**config.mk**
```make
export PLATFORM = sky130hd
export DESIGN_NAME = hazard_forwarding_controller
export DESIGN_NICKNAME = d
export VERILOG_FILES = /design/src/rtl/hazard_forwarding_controller.sv
export SDC_FILE = /design/constraint.sdc
export NUM_CORES = 1
export LEC_CHECK = 0
export BUFFER_PORTS_ARGS = -buffer_cell sky130_fd_sc_hd__buf_2
export CAP_MARGIN = 25
export CORE_MARGIN = 5
export CORE_UTILIZATION = 48
export DETAILED_ROUTE_END_ITERATION = 8
export PLACE_DENSITY = 0.73
export SYNTH_ARGS = -nofsm -noshare
export SYNTH_HDL_FRONTEND = slang
export SYNTH_SLANG_ARGS = --single-unit
```
**constraint.sdc**
```tcl
create_clock -name clk -period 3.7 [get_ports clk]
set_clock_uncertainty 0.1 [all_clocks]
set_input_delay 0.37 -clock clk [delete_from_list [all_inputs] [get_ports clk]]
set_output_delay 0.37 -clock clk [all_outputs]
set_load 0.01 [all_outputs]
```
**src/rtl/hazard_forwarding_controller.sv**
```systemverilog
// hazard_forwarding_controller: ID-stage operand forwarding, load-use stall and branch flush control
// with a saturating stall-cycle counter.
module hazard_forwarding_controller #(
   parameter int REG_AW       = 5,
   parameter int LOAD_LAT     = 1,
   parameter int FLUSH_CYCLES = 1,
   parameter int CNT_W        = 16
) (
   input  logic              clk,
   input  logic              reset,
   input  logic [REG_AW-1:0] id_rs1,
   input  logic [REG_AW-1:0] id_rs2,
   input  logic [REG_AW-1:0] id_rs3,
   input  logic [2:0]        src_use,
   input  logic [REG_AW-1:0] ex_destination,
   input  logic [REG_AW-1:0] mem_destination,
   input  logic [REG_AW-1:0] wb_destination,
   input  logic              ex_rf_enable,
   input  logic              mem_rf_enable,
   input  logic              wb_rf_enable,
   input  logic              ex_load_instruction,
   input  logic              branch_taken,
   input  logic              stat_clear,
   output logic [1:0]        pa_selector,
   output logic [1:0]        pb_selector,
   output logic [1:0]        pc_selector,
   output logic              load_enable,
   output logic              pc_enable,
   output logic              nop_signal,
   output logic              flush,
   output logic [CNT_W-1:0]  stall_count
);
   typedef enum logic [1:0] {RUN, STALL, FLUSH} state_t;
   state_t state, state_nx;
   logic [2:0] cnt, cnt_nx;
   logic [REG_AW-1:0] rs [3];
   logic [2:0] ex_m, mem_m, wb_m;
   logic hazard, flush_mode, stall_mode, fwd;
   assign rs = '{id_rs1, id_rs2, id_rs3};
   for (genvar i = 0; i < 3; i++) begin : g_match
      logic live;
      assign live     = src_use[i] && rs[i] != '0;
      assign ex_m[i]  = live && ex_rf_enable  && rs[i] == ex_destination;
      assign mem_m[i] = live && mem_rf_enable && rs[i] == mem_destination;
      assign wb_m[i]  = live && wb_rf_enable  && rs[i] == wb_destination;
   end
   assign hazard = ex_load_instruction && |ex_m;
   function automatic logic [1:0] pick(input logic e, input logic m, input logic w);
      return e ? 2'b01 : m ? 2'b10 : w ? 2'b11 : 2'b00;
   endfunction
   always_ff @(posedge clk or posedge reset) begin
      if (reset) begin
         state <= RUN;
         cnt   <= '0;
      end else begin
         state <= state_nx;
         cnt   <= cnt_nx;
      end
   end
   always_comb begin
      state_nx = state;
      cnt_nx   = cnt;
      case (state)
         RUN: begin
            if (branch_taken) begin
               state_nx = FLUSH_CYCLES > 1 ? FLUSH : RUN;
               cnt_nx   = 3'(FLUSH_CYCLES - 1);
            end else if (hazard) begin
               state_nx = LOAD_LAT > 1 ? STALL : RUN;
               cnt_nx   = 3'(LOAD_LAT - 1);
            end
         end
         STALL: begin
            if (branch_taken) begin
               state_nx = FLUSH_CYCLES > 1 ? FLUSH : RUN;
               cnt_nx   = 3'(FLUSH_CYCLES - 1);
            end else begin
               state_nx = cnt == 3'd1 ? RUN : STALL;
               cnt_nx   = cnt - 3'd1;
            end
         end
         FLUSH: begin
            state_nx = cnt == 3'd1 ? RUN : FLUSH;
            cnt_nx   = cnt - 3'd1;
         end
         default: state_nx = RUN;
      endcase
   end
   // Branch flush wins over any stall; FLUSH ignores branch_taken but is a flush anyway.
   always_comb begin
      flush_mode  = !reset && (state == FLUSH || branch_taken);
      stall_mode  = !reset && !flush_mode && (state == STALL || hazard);
      fwd         = !reset && !flush_mode && !stall_mode;
      load_enable = !stall_mode;
      pc_enable   = !stall_mode;
      nop_signal  = flush_mode || stall_mode;
      flush       = flush_mode;
      pa_selector = fwd ? pick(ex_m[0], mem_m[0], wb_m[0]) : 2'b00;
      pb_selector = fwd ? pick(ex_m[1], mem_m[1], wb_m[1]) : 2'b00;
      pc_selector = fwd ? pick(ex_m[2], mem_m[2], wb_m[2]) : 2'b00;
   end
   always_ff @(posedge clk or posedge reset) begin
      if (reset)
         stall_count <= '0;
      else if (stat_clear)
         stall_count <= '0;
      else if (!pc_enable && !(&stall_count))
         stall_count <= stall_count + 1'b1;
   end
endmodule
```
## Word-level counts from Yosys, hierarchy flattened

Cells that the tools add are included.

- Reduce and logical (&&, ||, !) cells: 43
- Add/subtract/negate cells: 2
- Eq/ne operators: 13
- Muxes and demuxes: 24

Operators by type and width:

| operator | count |
|---|---|
| $eq A5 B5 Y1 | 9 |
| $mux W16 | 2 |
| $mux W2 | 15 |
| $logic_and A1 B1 Y1 | 27 |
| $add A16 B1 Y16 const B | 1 |
| $reduce_and A16 Y1 | 1 |
| $reduce_bool A5 Y1 | 3 |
| $mux W3 | 3 |
| $pmux W3 S3 | 1 |
| $pmux W2 S3 | 1 |
| $logic_not A1 Y1 | 4 |
| $eq A3 B1 Y1 const B | 1 |
| $logic_or A1 B1 Y1 | 3 |
| $ne A3 B3 Y1 const B | 1 |
| $reduce_bool A3 Y1 | 1 |
| $reduce_or A3 Y1 | 1 |
| $sub A3 B1 Y3 const B | 1 |
| $eq A2 B1 Y1 const B | 1 |
| $eq A2 B2 Y1 const B | 1 |
| $logic_not A2 Y1 | 1 |
| $mux W1 | 2 |
| $reduce_and A2 Y1 | 1 |
| $reduce_bool A2 Y1 | 1 |

- Input port bits: 41
- Logic and storage cells: 85
- Bits in registers: 21

## Depth between registers and ports, before layout

- Word-level depth: 11
- Gate-level depth with buffers: 9

## Worst setup path before layout

OpenSTA, ideal clock, no wires.

- Kind: reg-to-reg
- From: register state[0]
- To: register stall_count[5]
- Clock period less this slack: 2.395 ns
- Arrival time: 2.167 ns
- Data required time: 3.472 ns
- Setup slack: 1.305 ns
- Cell stages (with the launch flop): 10
- Library setup time: 0.128 ns
- Cells stage by stage: dfrtp_1 > inv_1 > ha_1 > nor3_1 > nand2_1 > a311oi_4 > nor2_2 > buf_6 > nor3_1 > mux2_1

- Word-level cells in the longest chain between the ends: 8
- Elaborated cells on any way between the ends: 10

RTL lines:

| what | RTL line | RTL |
|---|---|---|
| start, declared | 34 | `state_t state, state_nx;` |
| start signal, assigned | 56 | `state <= state_nx;` |
| $eq A2 B2 Y1 | 91 | `flush_mode = !reset && (state == FLUSH \|\| branch_taken);` |
| $logic_or A1 B1 Y1 | 91 |  |
| $logic_and A1 B1 Y1 | 91 |  |
| $logic_not A1 Y1 | 92 | `stall_mode = !reset && !flush_mode && (state == STALL \|\| hazard);` |
| $logic_and A1 B1 Y1 | 92 |  |
| $logic_and A1 B1 Y1 * | 92 |  |
| $logic_and A1 B1 Y1 * | 107 | `else if (!pc_enable && !(&stall_count))` |
| $reduce_bool A2 Y1 (no line) * | - |  |
| end signal, assigned | 108 | `stall_count <= stall_count + 1'b1;` |
| end, declared | 31 | `output logic [CNT_W-1:0] stall_count` |

Every way passes the cells marked *; elsewhere a longest branch is shown, timed or not.
A chain may end at the register's enable or synchronous reset.

## Final worst setup path

- From: input port id_rs2[2]
- To: output port pb_selector[0]

- Word-level cells in the longest chain between the ends: 11
- Elaborated cells on any way between the ends: 21

RTL lines:

| what | RTL line | RTL |
|---|---|---|
| start, declared | 12 | `input logic [REG_AW-1:0] id_rs2,` |
| $reduce_bool A5 Y1 | 42 | `assign live = src_use[i] && rs[i] != '0;` |
| $logic_and A1 B1 Y1 | 42 |  |
| $logic_and A1 B1 Y1 (2 in series) | 43 | `assign ex_m[i] = live && ex_rf_enable && rs[i] == ex_destination;` |
| $reduce_or A3 Y1 | 47 | `assign hazard = ex_load_instruction && \|ex_m;` |
| $logic_and A1 B1 Y1 | 47 |  |
| $logic_or A1 B1 Y1 | 92 |  |
| $logic_and A1 B1 Y1 | 92 |  |
| $logic_not A1 Y1 | 93 | `fwd = !reset && !flush_mode && !stall_mode;` |
| $logic_and A1 B1 Y1 | 93 |  |
| $mux W2 * | 99 | `pb_selector = fwd ? pick(ex_m[1], mem_m[1], wb_m[1]) : 2'b00;` |
| end, declared | 25 | `output logic [1:0] pb_selector,` |

Marked as above.

==> impl_metrics.xml <==
<?xml version="1.0" encoding="UTF-8"?>
<metrics>
  <group name="drt">
    <metric name="routed_wire_per_std_cell" unit="um">14.8</metric>
    <metric name="detail_route.first_pass.iterations" unit="">4</metric>
    <metric name="detail-route-antenna-nets" unit="">0</metric>
    <metric name="dr_total_vias" unit="">1946</metric>
    <metric name="finalWirelength" unit="um">5190</metric>
    <metric name="detail_route.vias_per_cell" unit="">5.56</metric>
    <metric name="drtIter0Drc" unit="">94</metric>
    <metric name="route.detailed.drc" unit="">0</metric>
  </group>
  <group name="synth">
    <metric name="area_share_of_and_or_nand_nor_cells_after_synthesis" unit="%">27.1</metric>
    <metric name="yosys_warnings" unit="">0</metric>
    <metric name="synth.net_count" unit="">281</metric>
    <metric name="yosys.area.top_type" unit="">sky130_fd_sc_hd__dfrtp_1</metric>
    <metric name="post_synth_most_frequent_cells" unit="">sky130_fd_sc_hd__xor2_1, sky130_fd_sc_hd__nor2_1, sky130_fd_sc_hd__xnor2_1</metric>
    <metric name="synth_mux_area_share" unit="%">2.82</metric>
    <metric name="post-synth-top-count-cell" unit="">sky130_fd_sc_hd__xor2_1</metric>
    <metric name="synth_largest_type_area_fraction" unit="%">26.9</metric>
    <metric name="postSynth.topFlopCell" unit="">sky130_fd_sc_hd__dfrtp_1</metric>
    <metric name="largest_family_of_logic_cells_by_synthesized_area" unit="">simple AND/OR/NAND/NOR gates</metric>
    <metric name="yosysUniqueCellTypes" unit="">38</metric>
    <metric name="synthAdderAreaFrac" unit="%">3.84</metric>
    <metric name="async_flop_share" unit="%">100</metric>
    <metric name="number_of_enable_type_register_cells_in_the_synthesized_netlist" unit="">0</metric>
    <metric name="synth_area" unit="sq um">1960</metric>
    <metric name="synth_compound_area_share" unit="%">13.5</metric>
    <metric name="synthesis.area_per_instance" unit="sq um">8.36</metric>
    <metric name="ys_ff_latch" unit="">21</metric>
    <metric name="sequential_element_share_of_the_synthesized_area" unit="%">26.9</metric>
    <metric name="yosys.area_share.xor_xnor" unit="%">22.8</metric>
    <metric name="yosys-top-cells-area" unit="">sky130_fd_sc_hd__dfrtp_1, sky130_fd_sc_hd__xor2_1, sky130_fd_sc_hd__xnor2_1, sky130_fd_sc_hd__nor2_1, sky130_fd_sc_hd__o21ai_0</metric>
    <metric name="synthesis.instances" unit="">234</metric>
  </group>
  <group name="floorplanning">
    <metric name="placement_rows" unit="">23</metric>
    <metric name="core_area" unit="sq um">3970</metric>
    <metric name="die-width" unit="um">73.8</metric>
    <metric name="die-area" unit="sq um">5450</metric>
    <metric name="num_io_pins" unit="">67</metric>
    <metric name="chipHeight" unit="um">73.8</metric>
    <metric name="initial_core_util" unit="%">49.2</metric>
  </group>
  <group name="final_layout">
    <metric name="design.final.nets" unit="">348</metric>
    <metric name="insertedDiodeCount" unit="">0</metric>
    <metric name="drive_gt1_share" unit="%">27.3</metric>
    <metric name="syn_to_final_growth" unit="%">21.4</metric>
    <metric name="postLayoutCoreUtil" unit="%">59.8</metric>
  </group>
  <group name="clock_tree">
    <metric name="clock-sinks" unit="">21</metric>
    <metric name="cts_max_path_buffers" unit="">2</metric>
    <metric name="ctsResizeCount" unit="">0</metric>
    <metric name="cts_tree" unit="">yes</metric>
    <metric name="cts-buffers-inserted" unit="">3</metric>
    <metric name="clk-insertion-delay-late" unit="ns">0.26</metric>
    <metric name="post_cts.repair.setup_buffers" unit="">0</metric>
    <metric name="cts.htree.levels" unit="">1</metric>
    <metric name="clock-root-buffer" unit="">sky130_fd_sc_hd__clkbuf_8</metric>
    <metric name="clk_transition_reported_paths" unit="ns">0.09</metric>
    <metric name="cts.hold.buffers_added" unit="">0</metric>
  </group>
  <group name="critical_path">
    <metric name="timing.critical_path.to_type" unit="">output pin</metric>
    <metric name="timing.critical_path.fanout_max" unit="">6</metric>
    <metric name="critPathArrivalTime" unit="ns">2.44</metric>
    <metric name="crit_type" unit="">input port to output pin</metric>
    <metric name="timing.critical_path.from_type" unit="">input port</metric>
    <metric name="critical_path_required" unit="ns">3.23</metric>
  </group>
  <group name="pwr">
    <metric name="p_switching" unit="W">0.000153</metric>
    <metric name="netSwitchingFraction" unit="%">30.0</metric>
    <metric name="power_per_cell_area" unit="nW/um^2">215</metric>
    <metric name="power.sequential.fraction" unit="%">45.0</metric>
    <metric name="power.share.clock" unit="%">31.4</metric>
    <metric name="internal-power" unit="W">0.000357</metric>
    <metric name="power_frac_comb" unit="%">23.6</metric>
    <metric name="leakage" unit="nW">1.06</metric>
    <metric name="ir_drop" unit="uV">156</metric>
  </group>
  <group name="timing">
    <metric name="number_of_setup_violations_in_the_final_report" unit="">0</metric>
    <metric name="relSlewSlack" unit="%">45.9</metric>
    <metric name="fin_tns_setup" unit="ns">0</metric>
    <metric name="grt_setup_unrepaired" unit="">false</metric>
    <metric name="hold_viol_final" unit="">0</metric>
    <metric name="worst_slew_pin_tran" unit="ns">0.811</metric>
    <metric name="period_share" unit="%">78.5</metric>
    <metric name="period_needed" unit="ns">2.91</metric>
    <metric name="max_freq" unit="MHz">344</metric>
    <metric name="slew_violations" unit="">0</metric>
  </group>
  <group name="placement">
    <metric name="numPortBuffers" unit="">66</metric>
    <metric name="routabilityCongestion" unit="">0.900</metric>
    <metric name="estimated_wirelength_of_the_detail_placed_design" unit="um">4300</metric>
  </group>
  <group name="flow_run">
    <metric name="max-cap-violations" unit="">0</metric>
  </group>
  <group name="global_routing">
    <metric name="grt_start_max_net_pins" unit="">22</metric>
    <metric name="grt_pass1_wl" unit="um">8710</metric>
    <metric name="gr-total-overflow" unit="">0</metric>
    <metric name="global_route.usage.total" unit="%">20.0</metric>
    <metric name="antenna_violations_before_repair" unit="">0</metric>
    <metric name="via_count_of_the_first_global_routing_pass" unit="">1965</metric>
  </group>
  <group name="status">
    <metric name="outcome" unit="">finished clean</metric>
  </group>
  <group name="hold_path">
    <metric name="worstHoldPathType" unit="">input port to async pin</metric>
  </group>
</metrics>
power by group through the flow:
stage	clock [W]	combinational [W]	sequential (W)
after detailed placement	0	0.000121	0.000234
after floorplan	0	0.0000639	0.000234
after CTS	0.000162	0.000121	0.000229
after global placement	0	0.000118	0.000234
final	0.000160	0.000121	0.000229
after global routing	0.000171	0.000134	0.000229
registers in the layout, summed over array words and instances (netlist names):
signal,count
stall_count,16
cnt,3
state,2
final timing paths:
check	start	to	slack [ns]	depth (start not counted)
setup reg to reg	stall_count[4]$_DFFE_PP0P_	stall_count[9]$_DFFE_PP0P_	0.91	7
hold / removal	reset	stall_count[10]$_DFFE_PP0P_	0.18	2
min in group clk	branch_taken	state[0]$_DFFE_PP0P_	0.24	2
setup / recovery	id_rs2[2]	pb_selector[0]	0.79	8
max in group asynchronous	reset	cnt[1]$_DFFE_PP0P_	2.82	2
hold reg to reg	cnt[2]$_DFFE_PP0P_	cnt[2]$_DFFE_PP0P_	0.45	1
worst max-delay path, stage by stage:
cell                       delay, ns
sky130_fd_sc_hd__buf_2          0.14
sky130_fd_sc_hd__or4_1          0.50
sky130_fd_sc_hd__o21ai_1        0.30
sky130_fd_sc_hd__nand4b_2       0.27
sky130_fd_sc_hd__a31o_2         0.24
sky130_fd_sc_hd__nand3_1        0.21
sky130_fd_sc_hd__a21oi_1        0.23
sky130_fd_sc_hd__buf_2          0.17
cell usage in the layout (no fill, tap or decap), types with 4 or more instances in the layout:
master | Yosys | routed
sky130_fd_sc_hd__xnor2_1 | 23 | 23
sky130_fd_sc_hd__nand2_1 | 14 | 14
sky130_fd_sc_hd__dfrtp_1 | 21 | 21
sky130_fd_sc_hd__nand3_1 | 13 | 13
sky130_fd_sc_hd__nor2_1 | 26 | 26
sky130_fd_sc_hd__ha_1 | 6 | 6
sky130_fd_sc_hd__nor4_1 | 6 | 6
sky130_fd_sc_hd__o21ai_0 | 17 | 17
sky130_fd_sc_hd__or4_1 | 7 | 7
sky130_fd_sc_hd__nor3_1 | 6 | 6
sky130_fd_sc_hd__nand4_1 | 6 | 6
sky130_fd_sc_hd__inv_1 | 8 | 8
sky130_fd_sc_hd__mux2_1 | 4 | 4
sky130_fd_sc_hd__xor2_1 | 28 | 28
sky130_fd_sc_hd__buf_2 | 0 | 66
sky130_fd_sc_hd__a21oi_1 | 10 | 10
sky130_fd_sc_hd__nor2b_1 | 7 | 7
metal layers:
layer  vias to the layer above  routed length, um  GRT usage [%]
met5                         -                  0              0
met4                         0                108           7.85
met3                        16                311           2.87
met2                        72               2540           34.7
met1                       892               2230           24.6
li1                        966                  -              -
layout make-up:
class,instances,area (sq um)
Fill cell,373,1600
Multi-Input combinational cell,200,1370
Clock inverter,1,7.51
Clock buffer,3,41.3
Sequential cell,21,526
Timing Repair Buffer,67,338
Tap cell,50,62.6
Inverter,8,30.0
stage by stage:
stage | std cells | hold WS (ns) | total power (W) | area [sq um] | setup WS (ns)
finish | 350 | 0.177 | 0.000510 | 2370 | 0.795
global route | 350 | 0.254 | 0.000535 | 2370 | 0.668
CTS | 350 | 0.210 | 0.000513 | 2370 | 0.843
detailed placement | 346 | 0.430 | 0.000355 | 2330 | 0.809
global placement | 346 | 0.423 | 0.000352 | 2330 | 0.880
floorplan | 234 | 0.247 | 0.000298 | 1960 | 1.31
cell families after synthesis:
logic type	count (synthesis)
compound gates	40
xor+xnor	51
fa+ha+maj	6
buf+inv	13
flops	21
mux	5
simple gates	98
(Power assumes the default switching activity.)
